[src/rtl/siso_shift_reg_pkg.sv]
// Shared constants for the serial-in/serial-out delay line.
`timescale 1ns/1ps
package siso_shift_reg_pkg;

  localparam int unsigned DEPTH_DEFAULT = 4;
  localparam int unsigned DEPTH_MIN     = 1;
  localparam int unsigned DEPTH_MAX     = 64;

  // Fill counter must be able to hold the value DEPTH itself.
  function automatic int unsigned cnt_width(input int unsigned depth);
    return $clog2(depth + 1);
  endfunction

endpackage

[src/rtl/siso_shift_reg_if.sv]
// Stream and debug signals of the delay line, seen from driver (master) and delay line (slave).
`timescale 1ns/1ps
interface siso_shift_reg_if
  import siso_shift_reg_pkg::*;
#(
  parameter int unsigned DEPTH = DEPTH_DEFAULT
);

  logic             shift_en;
  logic             serial_in;
  logic             serial_out;
  logic [DEPTH-1:0] q;
  logic             primed;

  modport master (
    output shift_en,
    output serial_in,
    input  serial_out,
    input  q,
    input  primed
  );

  modport slave (
    input  shift_en,
    input  serial_in,
    output serial_out,
    output q,
    output primed
  );

endinterface

[src/rtl/siso_shift_reg.sv]
// Fixed-latency 1-bit delay line with enable, parallel stage view and a primed flag.
`timescale 1ns/1ps
module siso_shift_reg
  import siso_shift_reg_pkg::*;
#(
  parameter int unsigned DEPTH = DEPTH_DEFAULT
) (
  input  logic               clk,
  input  logic               rst_n,
  siso_shift_reg_if.slave    bus
);

  localparam int unsigned CNT_W = cnt_width(DEPTH);

  if ((DEPTH < DEPTH_MIN) || (DEPTH > DEPTH_MAX)) begin : g_bad_depth
    $error("siso_shift_reg: DEPTH=%0d outside legal range", DEPTH);
  end

  logic [DEPTH-1:0] r_q;
  logic [DEPTH-1:0] w_q_next;
  logic [CNT_W-1:0] r_cnt;
  logic             r_primed;

  // Newest bit enters stage 0; everything else moves one stage towards the output.
  always_comb begin
    w_q_next    = r_q;
    w_q_next[0] = bus.serial_in;
    for (int i = 1; i < int'(DEPTH); i++) begin
      w_q_next[i] = r_q[i-1];
    end
  end

  always_ff @(posedge clk or negedge rst_n) begin
    if (!rst_n) begin
      r_q <= '0;
    end else if (bus.shift_en) begin
      r_q <= w_q_next;
    end
  end

  // Saturating fill count; primed rises on the same edge as the DEPTH-th shift.
  always_ff @(posedge clk or negedge rst_n) begin
    if (!rst_n) begin
      r_cnt    <= '0;
      r_primed <= 1'b0;
    end else if (bus.shift_en && (r_cnt != CNT_W'(DEPTH))) begin
      r_cnt <= r_cnt + CNT_W'(1);
      if (r_cnt == CNT_W'(DEPTH - 1)) begin
        r_primed <= 1'b1;
      end
    end
  end

  assign bus.q          = r_q;
  assign bus.serial_out = r_q[DEPTH-1];
  assign bus.primed     = r_primed;

endmodule

[src/flat_wrapper.sv]
// flat-port wrapper written by rule: the top's interface ports become plain ports
module siso_shift_reg_flat import siso_shift_reg_pkg::*;
#(
  parameter int unsigned DEPTH = DEPTH_DEFAULT
)
  (clk, rst_n, bus_shift_en, bus_serial_in, bus_serial_out, bus_q, bus_primed);
  siso_shift_reg_if #(.DEPTH(DEPTH)) bus_i ();
  input  logic clk;
  input  logic rst_n;
  input wire logic [$bits(bus_i.shift_en)-1:0] bus_shift_en;
  input wire logic [$bits(bus_i.serial_in)-1:0] bus_serial_in;
  output wire logic [$bits(bus_i.serial_out)-1:0] bus_serial_out;
  output wire logic [$bits(bus_i.q)-1:0] bus_q;
  output wire logic [$bits(bus_i.primed)-1:0] bus_primed;
  assign bus_i.shift_en = bus_shift_en;
  assign bus_i.serial_in = bus_serial_in;
  assign bus_serial_out = bus_i.serial_out;
  assign bus_q = bus_i.q;
  assign bus_primed = bus_i.primed;
  siso_shift_reg #(.DEPTH(DEPTH)) u_core (.clk(clk), .rst_n(rst_n), .bus(bus_i));
endmodule
[config.mk]
export PLATFORM = sky130hd
export DESIGN_NAME = siso_shift_reg_flat
export DESIGN_NICKNAME = d
export VERILOG_FILES = /design/src/rtl/siso_shift_reg_pkg.sv /design/src/rtl/siso_shift_reg_if.sv /design/src/rtl/siso_shift_reg.sv /design/src/flat_wrapper.sv
export SDC_FILE = /design/constraint.sdc
export NUM_CORES = 1
export LEC_CHECK = 0
export BUFFER_PORTS_ARGS = -buffer_cell sky130_fd_sc_hd__buf_2
export CAP_MARGIN = 20
export CORE_AREA = 2 2 39 41
export DETAILED_ROUTE_END_ITERATION = 10
export DIE_AREA = 0 0 41 43
export SKIP_CTS_REPAIR_TIMING = 1
export SYNTH_ARGS = -nofsm -noshare
export SYNTH_HDL_FRONTEND = slang
export SYNTH_SLANG_ARGS = --single-unit
[constraint.sdc]
create_clock -name clk -period 2.9 [get_ports clk]
set_input_delay 0.58 -clock clk [delete_from_list [all_inputs] [get_ports clk]]
set_output_delay 0.58 -clock clk [all_outputs]
set_load 0.1 [all_outputs]
==> qor.txt, run 1 <==
================================================================================
Worst-case headroom to the max-slew limit .........................        0.679
Nature of the critical path startpoint ............................         flop
Most area-hungry cell type in the Yosys netlist ...................      dfrtp_1
Dominant delay contributor by cell family on the critical path .... buffers and inverters
Clock tree root buffer cell .......................................     clkbuf_4
Most frequently used cell type in the post-synthesis netlist ......      dfrtp_1
Critical path buffers and inverters ...............................            1
Cell depth of the worst setup path ................................            1
Net Count, Synth ..................................................           34
FP Rows ...........................................................           14
Part of the cycle the worst path needs ............................        0.564
CP Capture Type ...................................................   output pin
Post-synthesis sequential area ratio ..............................        0.528
Required @ worst endpoint .........................................      2.32 ns
Via count normalized by instance count ............................         4.40
Number of nets in the final layout ................................           46
Number of cells on the worst reg-to-reg path ......................            4
Total wire length .................................................       564 um
Number of register bits inferred by synthesis .....................            8
GRT Total Usage ...................................................        0.100
Total Die Area ....................................................    1760 um^2
Number of antenna violations at the first check in global routing .            0
Mapped Cells ......................................................           27
Number of clock sinks .............................................            8
Post-detailed-route count of antenna-violating nets ...............            0
Max-Cap Viols .....................................................            0
First-pass GRT wire length ........................................      1.06 mm
Main area contributors after synthesis ............................ dfrtp_1 53%, mux2_2 12%, ha_1 9.9%
Drt first-iter violations .........................................            1
Top-Level Pins ....................................................           10
Min-Delay Path Class ..............................................     in2async
R2r setup slk .....................................................      1.59 ns
Layout overhead on the synthesized area ...........................        18.2%
Category of the critical setup timing path ........................      reg2out
Ordered list of cells on the worst path ...........................        buf_2
Unrepaired setup endpoints after global routing ...................        false
Yosys cell types ..................................................           12
Worst path max stage delay ........................................      0.43 ns
Worst slew pin tran ...............................................     0.485 ns
Fillers ...........................................................          140
Total CTS buffers .................................................            3
Clock tree from TritonCTS .........................................         done
DRC violations left ...............................................            0
Routed wire per std cell ..........................................      10.6 um
Number of H-tree branching levels .................................            1
Total of buffers placed on input and output ports .................            9
CP arrival ........................................................      1.06 ns
Maximum fanout along the worst path ...............................            3
Most frequent cells after synthesis ............................... 8 x dfrtp_1, 4 x inv_1, 4 x mux2_2
Run status ........................................................    completed
Warning count from the yosys run ..................................            0
Number of enable-type register cells in the synthesized netlist ...            0
FF-to-FF End ...................................................... u_core.r_cnt[1]
Vertical die dimension ............................................        43 um
Die width .........................................................        41 um
Post-synthesis cell area ..........................................     379 um^2
Slowest library cell on the worst path ............................        buf_2
Capturing instance or port of the critical path ...................     bus_q[0]
Via Count .........................................................          233
Fmax ..............................................................      611 MHz
Clk_skew ..........................................................   0.00544 ns
CORE AREA .........................................................    1380 um^2
Starting Density ..................................................        0.274
Diodes inserted ...................................................            0
Clock-pin transition on the worst setup and hold timing paths .....      0.06 ns
Detailed placer's ending HPWL .....................................       433 um
Final Critical Period .............................................      1.64 ns
Maximum clock insertion buffer count ..............................            2
Clock latency on the worst-skew pair ..............................      0.26 ns
Total negative setup slack ........................................         0 ns
Launch point of the worst path .................................... u_core.bus.q[0]
RePlAce Congestion ................................................        0.638
Mean area per synthesized cell ....................................    14.0 um^2
Overflow left after global routing ................................            0
Hold Vio Cnt, Final ...............................................            0
Layout cell share with drive strength beyond 1 ....................        0.486
Final setup violating endpoints ...................................            0
FFs w/ async S/R, synth ...........................................         1.00
Via count of the first global-routing pass ........................          237
Count of pins over their slew limit ...............................            0
Largest net degree at the start of global routing .................            9
Source of the worst register-to-register timing path .............. u_core.r_cnt[0]
Utilization after layout ..........................................        0.324
Total iterations of the first detailed-routing run ................            2
Most used DFF post-synth ..........................................      dfrtp_1
Fraction of post-synthesis cell area in the top cell type by area .        0.528
================================================================================
-- cell families after synthesis --
group | count (synthesis) | synth area share
multiplexers | 5 | 0.158
XOR/XNOR | 1 | 0.0231
buffers and inverters | 6 | 0.0891
AO/OA/AOI/OAI | 3 | 0.0858
AND/OR/NAND/NOR | 1 | 0.0165
adder cells (fa/ha/maj) | 3 | 0.0990
flip-flops | 8 | 0.528
-- metal layers --
layer / global-route usage / vias to the layer above / wire length (um)
met5: 0 / - / 0
met4: 0.0800 / 0 / 24
met3: 0.0838 / 4 / 71
met2: 0.119 / 11 / 237
met1: 0.110 / 111 / 230
li1: - / 107 / -
-- sequential cells by signal, summed over array words and instances, names as in the netlist --
signal             cells
u_core.bus.primed      1
u_core.r_cnt           3
u_core.bus.q           4
-- cell type report --
class | count | area [um^2] | area share
repair buffers | 9 | 45.0 | 0.101
flip-flops and latches | 8 | 200 | 0.447
inverters | 4 | 15.0 | 0.0335
well taps | 16 | 20.0 | 0.0447
clock buffers | 3 | 22.5 | 0.0503
multi-input cells | 13 | 145 | 0.324
-- worst min path at each step --
stage / from / end / cells after the start
floorplan: rst_n / u_core.bus.primed / 0
global route: rst_n / u_core.r_cnt[0] / 1
CTS: rst_n / u_core.bus.q[0] / 1
global placement: rst_n / u_core.bus.q[1] / 1
finish: rst_n / u_core.bus.q[0] / 1
detailed placement: rst_n / u_core.bus.q[3] / 1
-- cells in the final DEF (no fill, tap or decap), drive strengths merged --
master  n
nor2b   1
buf     9
clkbuf  3
xnor2   1
dfrtp   8
ha      3
a21boi  1
inv     4
a21o    1
mux2    5
o22ai   1
-- metrics by stage --
step           hold WS, ns  setup slack (ns)  cells  area [um^2]
4_1_cts              0.145              1.25     53          448
5_1_grt              0.151              1.21     53          448
3_3_place_gp         0.431              1.48     50          425
3_5_place_dp         0.428              1.48     50          425
2_1_floorplan        0.284             0.983     27          379
6_report             0.145              1.26     53          448
Power of run 1 is left out: the tool's default activity adds up to more than one toggle a clock period on the data nets, which glitch-free logic cannot reach.
==> inputs of run 2 (changes only) <==
Clock period 2.9 ns to 1.5 ns, I/O delays scaled along.
==> run 2 against run 1 <==
Net effect:
- critical endpoint unchanged
- global-route usage is 1.3 points lower
- first-iteration DRC count is 100% lower
- routed wire length stayed put
- utilization is 1.1 points higher
- count of clock-buffer cells in the layout is 1 higher
- die area stayed put
- via count is 2.1% lower
- flip-flop and latch count stayed put
- sequential share of layout area is 1.2 points lower
- critical path type unchanged
- final area is 3.4% higher
- non-clock buffer count is 1 higher
==> qor.txt, run 2 (synthesis results as in run 1) <==
================================================================================
Run status ........................................................    completed
DRC violations left ...............................................            0   unchanged
Power density over the cells ...................................... 2220 nW/um^2
Diodes inserted ...................................................            0   unchanged
Number of antenna violations at the first check in global routing .            0   unchanged
Part of the total power dissipated in the clock network ...........        0.175
Maximum fanout along the worst path ...............................            3   unchanged
Unrepaired setup endpoints after global routing ...................        false
CP Capture Type ...................................................   output pin
Total of buffers placed on input and output ports .................            9   unchanged
Total net switching power .........................................       492 uW
Final standard cell area without fillers ..........................     463 um^2   +3.4%
Total CTS buffers .................................................            3   unchanged
Clk_skew ..........................................................   0.00519 ns   -0.000247 ns
Worst Slack Setup Final ...........................................     0.153 ns   -1.11 ns
Met2 Usage GRT ....................................................        0.100   -0.0187
Final setup violating endpoints ...................................            0   unchanged
Worst path max stage delay ........................................      0.43 ns   about the same
Ordered list of cells on the worst path ...........................        buf_2
Clock tree root buffer cell .......................................     clkbuf_4
Vertical die dimension ............................................        43 um   unchanged
Top-Level Pins ....................................................           10   unchanged
Dominant delay contributor by cell family on the critical path .... buffers and inverters
Number of H-tree branching levels .................................            1   unchanged
Min-Delay Path Class ..............................................       in2reg
Overflow left after global routing ................................            0   unchanged
Required @ worst endpoint .........................................      1.20 ns   -1.12 ns
Fillers ...........................................................          150   +7.1%
Combinational cell fraction of total power ........................        0.494
Number of nets in the final layout ................................           47   +2.2%
Layout cell share with drive strength beyond 1 ....................        0.487   +0.000693
Post-detailed-route count of antenna-violating nets ...............            0   unchanged
Clock-pin transition on the worst setup and hold timing paths .....      0.05 ns   about the same
Post-DP Area ......................................................     427 um^2   +0.29%
Global routing met1 resource utilization ..........................        0.120   +0.00997
Register share of total power .....................................        0.331
Total negative setup slack ........................................         0 ns   unchanged
Starting Density ..................................................        0.274   unchanged
Category of the critical setup timing path ........................      reg2out
Switching power share of the total ................................        0.478
Most common cell after layout, fill and taps aside ................        buf_2
Met3 GRT Util .....................................................       0.0314   -0.0524
Die width .........................................................        41 um   unchanged
Leakage power figure ..............................................  0.000231 uW
Worst-case headroom to the max-slew limit .........................        0.677   -0.00152
Pre-CTS worst setup slack .........................................     0.206 ns   -1.27 ns
GRT Total Usage ...................................................       0.0872   -0.0132
Detailed placer's ending HPWL .....................................       426 um   -1.7%
Layout overhead on the synthesized area ...........................        22.1%
Hold Vio Cnt, Final ...............................................            0   unchanged
Cell-internal power ...............................................       536 uW
Final Critical Period .............................................      1.35 ns
Maximum clock insertion buffer count ..............................            2   unchanged
Post-layout total power ...........................................      1030 uW
Slowest library cell on the worst path ............................        buf_2
Critical path buffers and inverters ...............................            1   unchanged
Nature of the critical path startpoint ............................         flop
First-pass GRT wire length ........................................       979 um   -7.2%
Total wire length .................................................       564 um   unchanged
Commonest cells after routing, fill and taps aside ................ 9 x buf_2, 7 x dfrtp_1, 4 x inv_1, 4 x mux2_2
Part of the cycle the worst path needs ............................        0.898
Worst slew pin tran ...............................................     0.487 ns   +0.00229 ns
Clock latency on the worst-skew pair ..............................      0.26 ns   about the same
Via Count .........................................................          228   -2.1%
Fmax ..............................................................      742 MHz
Drt first-iter violations .........................................            0   -1
Via count of the first global-routing pass ........................          237   unchanged
Number of flip-flops under the largest register name ..............            4   unchanged
Clock tree from TritonCTS .........................................         done
RePlAce Congestion ................................................        0.662   +3.8%
Max-Cap Viols .....................................................            0   unchanged
Count of pins over their slew limit ...............................            0   unchanged
Total Die Area ....................................................    1760 um^2   unchanged
FP Rows ...........................................................           14   unchanged
Total iterations of the first detailed-routing run ................            1   -1
Seq. cell area ....................................................     201 um^2   +0.62%
Area of combinational cells with multiple inputs ..................     145 um^2   unchanged
Routed wire per std cell ..........................................      10.3 um   -3.6%
Via count normalized by instance count ............................         4.15   -5.7%
CP arrival ........................................................      1.05 ns   about the same
Utilization after layout ..........................................        0.335   +0.0108
Largest net degree at the start of global routing .................            9   unchanged
Most utilized layer in the global route result ....................         met1
Number of clock sinks .............................................            8   unchanged
CORE AREA .........................................................    1380 um^2   unchanged
Worst vdd rail ir drop ............................................     0.716 mV
================================================================================
[run 2: final timing paths]
check,slack [ns],to,depth (start not counted),startpoint
worst max-delay path,0.15,bus_q[0],1,u_core.bus.q[0]
worst min-delay path,0.28,u_core.bus.q[0],2,bus_serial_in
worst max register to register,0.21,u_core.r_cnt[1],4,u_core.r_cnt[0]
worst min register to register,0.46,u_core.bus.primed,1,u_core.bus.primed
max in group asynchronous,0.91,u_core.bus.q[3],2,rst_n
min in group asynchronous,0.41,u_core.bus.q[2],2,rst_n
[run 2: power by group through the flow]
stage	clock (uW)	sequential, uW	combinational, uW
floorplan	0	537	247
global placement	0	343	511
detailed placement	0	346	512
CTS	190	343	511
global route	206	353	542
finish	180	340	507
[run 2: metrics by stage]
step | instances | hold slack, ns
after detailed placement | 50 | 0.152
after CTS | 54 | -0.132
final | 55 | 0.280
after global placement | 50 | 0.151
after global routing | 55 | 0.279
after floorplan | 27 | 0.00441
[run 2: area by class of cell]
type | count | area share
Tap cell | 16 | 0.0432
Inverter | 4 | 0.0324
Clock buffer | 4 | 0.0568
Sequential cell | 8 | 0.435
Multi-Input combinational cell | 13 | 0.314
Timing Repair Buffer | 10 | 0.119
[run 2: per-layer routing]
metal,up-vias,wire length [um]
met5,-,0
met4,0,0
met3,0,43
met2,8,263
met1,109,256
li1,111,-
Note: power is estimated with default switching activity, not from simulation.
